## src/rtl/ofdm_pkg.sv

```systemverilog
// rtl/ofdm_pkg.sv - shared constants, state encoding and source-select codes for the OFDM TX sequencer
package ofdm_pkg;

    localparam int NFFT    = 64;
    localparam int CP_LEN  = 16;
    localparam int PRE_LEN = 160;

    typedef enum logic [2:0] {
        ST_IDLE      = 3'd0,
        ST_SHORT     = 3'd1,
        ST_LONG      = 3'd2,
        ST_DATA_WAIT = 3'd3,
        ST_DATA      = 3'd4,
        ST_FINISH    = 3'd5
    } state_t;

    localparam logic [1:0] SRC_ZERO  = 2'd0;
    localparam logic [1:0] SRC_SHORT = 2'd1;
    localparam logic [1:0] SRC_LONG  = 2'd2;
    localparam logic [1:0] SRC_DATA  = 2'd3;

    // Samples per data symbol including the cyclic prefix
    function automatic int sym_len(input int cp_len, input int nfft);
        return cp_len + nfft;
    endfunction

endpackage

```

## src/rtl/ofdm_cp_addr_gen.sv

```systemverilog
// rtl/ofdm_cp_addr_gen.sv - per-symbol sample counter and cyclic-prefix buffer address
module ofdm_cp_addr_gen #(
    parameter int NFFT   = ofdm_pkg::NFFT,
    parameter int CP_LEN = ofdm_pkg::CP_LEN
) (
    input  logic                    clk,
    input  logic                    reset,
    input  logic                    load,
    input  logic                    step,
    output logic                    first,
    output logic                    last,
    output logic [$clog2(NFFT)-1:0] buf_addr
);
    import ofdm_pkg::*;

    localparam int SYM_LEN = sym_len(CP_LEN, NFFT);
    localparam int KW      = $clog2(SYM_LEN);
    localparam int AW      = $clog2(NFFT);
    localparam logic [KW-1:0] K_LAST = KW'(SYM_LEN - 1);
    // Starting offset so that k=0 reads the tail of the symbol (the prefix)
    localparam logic [KW-1:0] K_OFFS = KW'(NFFT - CP_LEN);

    logic [KW-1:0] k_q, k_d;

    assign first = (k_q == '0);
    assign last  = (k_q == K_LAST);
    // NFFT is a power of two, so dropping the upper bits is the mod-NFFT wrap
    assign buf_addr = AW'(k_q + K_OFFS);

    // Next sample index: load parks at zero, step walks 0..SYM_LEN-1 and wraps
    always_comb begin
        k_d = k_q;
        if (load) begin
            k_d = '0;
        end else if (step) begin
            k_d = last ? '0 : k_q + KW'(1);
        end
    end

    // Sample index register
    always_ff @(posedge clk) begin
        if (reset) begin
            k_q <= '0;
        end else begin
            k_q <= k_d;
        end
    end

endmodule

```

## src/rtl/ofdm_tx_sequencer.sv

```systemverilog
// rtl/ofdm_tx_sequencer.sv - OFDM frame sequencer: preambles, IFFT symbol requests, CP read addressing
module ofdm_tx_sequencer #(
    parameter int NFFT    = ofdm_pkg::NFFT,
    parameter int CP_LEN  = ofdm_pkg::CP_LEN,
    parameter int PRE_LEN = ofdm_pkg::PRE_LEN
) (
    input  logic                    clk,
    input  logic                    reset,
    input  logic                    en,
    input  logic                    start,
    input  logic [7:0]              num_symbols,
    input  logic                    sym_ready,
    output logic                    sym_req,
    output logic                    sym_ack,
    output logic [1:0]              src_sel,
    output logic [7:0]              rom_addr,
    output logic [$clog2(NFFT)-1:0] buf_addr,
    output logic                    sample_valid,
    output logic                    busy,
    output logic                    done,
    output logic                    underrun
);
    import ofdm_pkg::*;

    localparam int AW = $clog2(NFFT);
    localparam logic [7:0] ROM_LAST = 8'(PRE_LEN - 1);

    state_t        state_q, state_d;
    logic [7:0]    rom_q, rom_d;
    logic [7:0]    remain_q, remain_d;
    logic          underrun_q, underrun_d;

    logic          cp_load;
    logic          cp_step;
    logic          cp_first;
    logic          cp_last;
    logic [AW-1:0] cp_addr;

    ofdm_cp_addr_gen #(
        .NFFT   (NFFT),
        .CP_LEN (CP_LEN)
    ) u_cp_addr (
        .clk      (clk),
        .reset    (reset),
        .load     (cp_load),
        .step     (cp_step),
        .first    (cp_first),
        .last     (cp_last),
        .buf_addr (cp_addr)
    );

    assign rom_addr = rom_q;
    assign buf_addr = (state_q == ST_DATA) ? cp_addr : '0;
    assign underrun = underrun_q;

    // Frame FSM: next state, counters and decoded outputs; pulses are qualified by en
    always_comb begin
        state_d      = state_q;
        rom_d        = rom_q;
        remain_d     = remain_q;
        underrun_d   = underrun_q;
        cp_load      = (state_q != ST_DATA);
        cp_step      = 1'b0;
        src_sel      = SRC_ZERO;
        sample_valid = 1'b0;
        busy         = 1'b0;
        sym_req      = 1'b0;
        sym_ack      = 1'b0;
        done         = 1'b0;
        case (state_q)
            ST_IDLE: begin
                if (en && start) begin
                    state_d    = ST_SHORT;
                    rom_d      = 8'd0;
                    remain_d   = num_symbols;
                    underrun_d = 1'b0;
                end
            end
            ST_SHORT: begin
                src_sel      = SRC_SHORT;
                sample_valid = 1'b1;
                busy         = 1'b1;
                if (en) begin
                    if (rom_q == ROM_LAST) begin
                        rom_d   = 8'd0;
                        state_d = ST_LONG;
                    end else begin
                        rom_d = rom_q + 8'd1;
                    end
                end
            end
            ST_LONG: begin
                src_sel      = SRC_LONG;
                sample_valid = 1'b1;
                busy         = 1'b1;
                // Prefetch symbol 0 while the long preamble plays out
                sym_req      = en && (rom_q == 8'd0) && (remain_q != 8'd0);
                if (en) begin
                    if (rom_q == ROM_LAST) begin
                        rom_d = 8'd0;
                        if (remain_q == 8'd0) begin
                            state_d = ST_FINISH;
                        end else if (sym_ready) begin
                            state_d = ST_DATA;
                        end else begin
                            state_d    = ST_DATA_WAIT;
                            underrun_d = 1'b1;
                        end
                    end else begin
                        rom_d = rom_q + 8'd1;
                    end
                end
            end
            ST_DATA_WAIT: begin
                busy = 1'b1;
                if (en && sym_ready) begin
                    state_d = ST_DATA;
                end
            end
            ST_DATA: begin
                src_sel      = SRC_DATA;
                sample_valid = 1'b1;
                busy         = 1'b1;
                cp_step      = en;
                sym_ack      = en && cp_first;
                // Request the next symbol only once this one is consumed: one outstanding max
                sym_req      = en && cp_first && (remain_q > 8'd1);
                if (en && cp_last) begin
                    remain_d = remain_q - 8'd1;
                    if (remain_q == 8'd1) begin
                        state_d = ST_FINISH;
                    end else if (sym_ready) begin
                        state_d = ST_DATA;
                    end else begin
                        state_d    = ST_DATA_WAIT;
                        underrun_d = 1'b1;
                    end
                end
            end
            ST_FINISH: begin
                done = en;
                if (en) begin
                    state_d = ST_IDLE;
                end
            end
            default: begin
                state_d = ST_IDLE;
            end
        endcase
    end

    // State and counter registers
    always_ff @(posedge clk) begin
        if (reset) begin
            state_q    <= ST_IDLE;
            rom_q      <= 8'd0;
            remain_q   <= 8'd0;
            underrun_q <= 1'b0;
        end else begin
            state_q    <= state_d;
            rom_q      <= rom_d;
            remain_q   <= remain_d;
            underrun_q <= underrun_d;
        end
    end

endmodule

```

## config.mk

```make
export PLATFORM = sky130hd
export DESIGN_NAME = ofdm_tx_sequencer
export DESIGN_NICKNAME = d
export VERILOG_FILES = /design/src/rtl/ofdm_pkg.sv /design/src/rtl/ofdm_cp_addr_gen.sv /design/src/rtl/ofdm_tx_sequencer.sv
export SDC_FILE = /design/constraint.sdc
export NUM_CORES = 1
export LEC_CHECK = 0
export BUFFER_PORTS_ARGS = -buffer_cell sky130_fd_sc_hd__buf_2
export CAP_MARGIN = 20
export CORE_UTILIZATION = 45
export CTS_CLUSTER_DIAMETER = 200
export DETAILED_ROUTE_END_ITERATION = 10
export PLACE_DENSITY = 0.67
export SYNTH_ARGS = -nofsm -noshare
export SYNTH_HDL_FRONTEND = slang
export SYNTH_SLANG_ARGS = --single-unit
```

## constraint.sdc

```tcl
create_clock -name clk -period 2 [get_ports clk]
set_input_delay 0.1 -clock clk [delete_from_list [all_inputs] [get_ports clk]]
set_output_delay 0.1 -clock clk [all_outputs]
set_load 0.03 [all_outputs]
```

# Word level (Yosys, flattened, before mapping)
# Cells that the tools add are included.
[classes]
n_mux = 36
reduce_logical = 23
n_lt_le_gt_ge = 1
n_addsub = 4
n_eq_ne = 20
[op_table]
columns = ["cell", "count"]
rows = [
  ["two-way mux 8 bit", 5],
  ["two-way mux 3 bit", 11],
  ["one-hot mux 8 bit (2 select lines)", 2],
  ["inequality test 2 bit (second input constant)", 9],
  ["one-hot mux 3 bit (6 select lines)", 1],
  ["logical NOT 8 bit", 2],
  ["two-way mux 1 bit", 12],
  ["adder 8 x 1 -> 8 bit (second input constant)", 1],
  ["equality test 8 x 1 -> 1 bit (second input constant)", 1],
  ["equality test 8 bit (second input constant)", 1],
  ["greater-than comparator 8 x 1 -> 1 bit (second input constant)", 1],
  ["AND reduction 8 bit", 1],
  ["nonzero test 8 bit", 1],
  ["subtractor 8 x 1 -> 8 bit (second input constant)", 1],
  ["adder 7 x 1 -> 7 bit (second input constant)", 1],
  ["equality test 7 bit (second input constant)", 1],
  ["logical AND 1 bit", 7],
  ["logical NOT 7 bit", 1],
  ["two-way mux 7 bit", 1],
  ["AND reduction 7 bit", 1],
  ["adder 6 bit (second input constant)", 1],
  ["equality test 3 x 2 -> 1 bit (second input constant)", 2],
  ["equality test 3 bit (second input constant)", 2],
  ["two-way mux 6 bit", 1],
  ["13 further kinds", 17],
]
[totals]
ff_bits = 27

# Depth between registers and ports, before layout
[depth]
word_depth = 5
depth_mapped = 7
mapped_depth_nobuf = 7

# Hierarchy
# A second synthesis with hierarchy kept.
[unflattened]
hier_cells = 242
hier_area_um2 = 1861.8
[by_module_without_submodules]
columns = ["mod", "area_each_um2", "cells_per_inst", "n_inst", "seq_area_each_um2"]
rows = [
  ["ofdm_tx_sequencer", 1456.4, 195, 1, 400.4],
  ["ofdm_cp_addr_gen", 405.4, 47, 1, 140.1],
]

# Worst setup path after synthesis
# Ideal clock, no wire load.
[synth_timing]
kind = "register to output"
startpoint = "register state_q[1]"
endpoint = "output port sym_req"
arrival_ns = 2.121
required_ns = 1.900
path_stages_with_launch = 6
setup_slack_ns = -0.221
n_path_buf = 1
cell_sequence = "dfxtp_1 buf_2 nor2b_1 nand2_1 nor4_1 a21o_1"
[synth_between]
elab_chain_len = 2
[synth_lines]
columns = ["element", "line_no", "text"]
rows = [
  ["from (decl)", "ofdm_tx_sequencer.sv:28", "state_t state_q, state_d;"],
  ["from (signal assigned)", "ofdm_tx_sequencer.sv:160", "state_q <= state_d;"],
  ["equality test 3 bit or equality test 3 x 2 -> 1 bit (tied branches)", "ofdm_tx_sequencer.sv:70", "case (state_q)"],
  ["one-hot mux 1 bit (2 select lines) *", "ofdm_tx_sequencer.sv:70", ""],
  ["to (decl)", "ofdm_tx_sequencer.sv:13", "output logic sym_req,"],
]
# Mark *: on every way between the ends. The rest lies on a longest branch, timed or not.

# Worst setup path in the final report
[layout_timing]
startpoint = "register rom_q[0], in the netlist rom_addr[0]"
endpoint = "register state_q[2]"
[layout_between]
elab_chain_len = 3
[layout_lines]
columns = ["element", "line_no", "text"]
rows = [
  ["from (decl)", "ofdm_tx_sequencer.sv:29", "logic [7:0] rom_q, rom_d;"],
  ["from (signal assigned)", "ofdm_tx_sequencer.sv:161", "rom_q <= rom_d;"],
  ["equality test 8 bit *", "ofdm_tx_sequencer.sv:84, ofdm_tx_sequencer.sv:99", ""],
  ["inequality test 2 bit (no source line)", "n/a", ""],
  ["AND reduction 8 bit (no source line) *", "n/a", ""],
]
# Marks and branches as above.
# A chain may end at the register's enable or synchronous reset.

==> impl_metrics.env <==
export IMPL_status="complete, no violations"
export IMPL_fin_area_um2=2250
export IMPL_fp_row_count=22
export IMPL_wirelength_um=4630
export IMPL_vdd_drop_max_uv=365
export IMPL_worstSkewPairLatency_ns=0.28
export IMPL_numPortBuffers=34
export IMPL_die_w_um=65.8
export IMPL_worst_slew_pin_transition_ns=0.445
export IMPL_fin_crit_ns=1.91
export IMPL_power_density_nw_per_um2=588
export IMPL_synth_seq_cells=27
export IMPL_max_freq_ghz=0.523
export IMPL_crit_family="simple AND/OR/NAND/NOR gates"
export IMPL_first_global_vias=1674
export IMPL_gp_congestion=0.843
export IMPL_cp_slowest_cell="or4_4"
export IMPL_relSlewSlack=0.702
export IMPL_start_kind="register"
export IMPL_cts_sinks=27
export IMPL_cts_root_buffer="clkbuf_8"
export IMPL_total_leakage_power_nw=0.927
export IMPL_yosys_cell_types_count=52
export IMPL_wl_per_cell_um=14.2
export IMPL_required_ns=2.16
export IMPL_cts_tree="built"
export IMPL_grt_pass1_wl_um=7940
export IMPL_n_fill_cell=355
export IMPL_cp_num_buf_inv=0
export IMPL_cp_cell_sequence="ha_2, nand3_1, or4_4, a221o_1, a2111oi_4, nor3_2"
export IMPL_final_cell_mix="34 x buf_2, 28 x nor2_1, 23 x dfxtp_1"
export IMPL_dpl_cell_area_um2=2160
export IMPL_clk_pin_slew_ns=0.10
export IMPL_final_hold_viol_count=0
export IMPL_area_delta_synth_final_pct=22.9
export IMPL_p_total_mw=1.32
export IMPL_dp_cells=321
export IMPL_die_h_um=65.8
export IMPL_drv_cap=0
export IMPL_wl_met2_um=2150
export IMPL_hp_class="primary input to register"
export IMPL_slew_viol_final=0
export IMPL_start_util=0.486
export IMPL_fin_nets=301
export IMPL_met1_length_um=2250
export IMPL_endpoint_kind="register"
export IMPL_clockBufferDepth=2
export IMPL_first_pass_iters=4
export IMPL_num_vias=1860
export IMPL_drc=0
export IMPL_cp_slowest_stage_delay_ns=0.45
export IMPL_h_tree_depth=1
export IMPL_layout_commonest_cell="buf_2"
export IMPL_wl_met3_um=198
export IMPL_netlist_instances=232
export IMPL_antenna_found_initial=0
export IMPL_final_antenna_net_count=0
export IMPL_grt_overflow=0
export IMPL_drive_above_1_share=0.273
export IMPL_async_flop_share=0
export IMPL_synth_area_um2=1830
export IMPL_fin_tns_setup_ns=0
export IMPL_dp_hpwl_um=3400
export IMPL_syn_avg_cell_area_um2=7.90
export IMPL_core_um2=3770
export IMPL_pin_count=35
export IMPL_top_layer_used="met4"
export IMPL_syn_num_nets=254
export IMPL_synth_warnings=0
export IMPL_synth_edf_count=0
export IMPL_n_antenna_cell=0
export IMPL_vias_per_cell=5.71
export IMPL_layout_cells_non_filler=326
export IMPL_grt_use_total=0.234
export IMPL_cp_max_fo=5
export IMPL_synth_top_flop_cell="dfxtp_1"
export IMPL_dieArea_um2=4330
export IMPL_crit_type="register to register"
export IMPL_critical_path_arrival_ns=2.07
export IMPL_period_share=0.955
export IMPL_drtIter0Drc=131
export IMPL_finClkSkew_ns=0.00693
export IMPL_setup_violations=0
export IMPL_yosysSeqAreaShare=0.295
export IMPL_grt_start_max_net_pins=18
export IMPL_cts_buffers=3
## state kept, by name, summed over array words and instances, names as in the netlist
signal	flops
remain_q	8
underrun	1
u_cp_addr.k_q	7
rom_addr	8
state_q	3
## area by class of cell
class,count,area [um^2],area share
multi-input combinational,181,1230,0.545
clock buffer,4,45.0,0.0200
timing repair buffer,54,320,0.142
tap,48,60.1,0.0267
inverter,12,45.0,0.0200
sequential,27,553,0.246
## where the power goes
part | leakage, nW | internal [mW] | total [mW] | switching, mW
clock | 0.0228 | 0.143 | 0.319 | 0.176
sequential | 0.222 | 0.561 | 0.595 | 0.0341
combinational | 0.682 | 0.171 | 0.410 | 0.239
## repair_timing
| item | in CTS | in global routing |
|---|---|---|
| setup buffers | 0 | 1 |
| pin swaps | 0 | 1 |
| gates resized for setup | 3 | 9 |
| endpoints found under the setup margin | 6 | 5 |
| hold buffers | 0 | 0 |
| hold endpoints to repair | 0 | 0 |
## worst min-delay path, cell delays in order
cell,delay (ns)
buf_2,0.08
o221ai_1,0.10
a21oi_1,0.12
## cell families (layout without fill, tap and decap cells)
family	Yosys count	count (layout)	share of synthesized area
and+or+nand+nor	98	98	0.283
muxes	1	1	0.00546
xor gates and xnor gates	17	17	0.0813
AOI/OAI and AO/OA	55	55	0.215
DFF	27	27	0.295
buffers and inverters	24	70	0.0533
adders and majority gates	10	10	0.0669
## path summary, 6_finish.rpt
path | depth (start not counted) | slack [ns] | startpoint | end
worst min-delay path | 3 | 0.15 | num_symbols[7] | remain_q[7]$_SDFFE_PP0P_
worst max register to register | 6 | 0.09 | rom_addr[0]$_SDFFE_PP0P_ | state_q[2]$_SDFFE_PP0P_
worst max-delay path | 6 | 0.09 | rom_addr[0]$_SDFFE_PP0P_ | state_q[2]$_SDFFE_PP0P_
worst min register to register | 2 | 0.50 | underrun$_SDFFE_PP0P_ | underrun$_SDFFE_PP0P_
## cell usage after synthesis (2+ instances only)
| cell | n | share of area |
|---|---|---|
| and3b_1 | 3 | 0.014 |
| nand3_1 | 8 | 0.022 |
| o221ai_1 | 3 | 0.014 |
| o211ai_1 | 2 | 0.0082 |
| ha_1 | 9 | 0.061 |
| and3_1 | 3 | 0.010 |
| xor2_1 | 6 | 0.029 |
| clkbuf_1 | 7 | 0.014 |
| nor2b_1 | 4 | 0.014 |
| and2_1 | 2 | 0.0068 |
| a21o_1 | 2 | 0.0082 |
| nor2_1 | 28 | 0.057 |
| o32ai_1 | 2 | 0.0096 |
| nor3_1 | 11 | 0.030 |
| nand2_1 | 16 | 0.033 |
| dfxtp_1 | 27 | 0.30 |
| a41oi_1 | 2 | 0.0096 |
| or4_4 | 2 | 0.012 |
| inv_1 | 12 | 0.025 |
| a211oi_1 | 5 | 0.020 |
| nand2b_1 | 5 | 0.017 |
| o21ai_0 | 9 | 0.025 |
| a221oi_1 | 2 | 0.0096 |
| buf_2 | 3 | 0.0082 |
| xnor2_1 | 11 | 0.053 |
| a21oi_1 | 16 | 0.044 |
| nand3b_1 | 2 | 0.0082 |
| nor4_1 | 6 | 0.020 |
## metrics by stage
| stage | hold WS, ns | worst slack (ns) | util |
|---|---|---|---|
| after floorplan | 0.318 | 0.0183 | - |
| after global placement | 0.427 | -0.0106 | 0.573 |
| after detailed placement | 0.438 | -0.0748 | 0.573 |
| after CTS | 0.145 | 0.0292 | 0.587 |
| after global routing | 0.172 | -0.00629 | 0.597 |
| final | 0.153 | 0.0896 | 0.597 |
## routing by layer
layer / global-route usage / vias to the layer above
met5: 0 / -
met4: 0.0489 / 0
met3: 0.0328 / 4
met2: 0.388 / 53
met1: 0.320 / 876
li1: - / 927
Power figures use the tool's default switching activity.
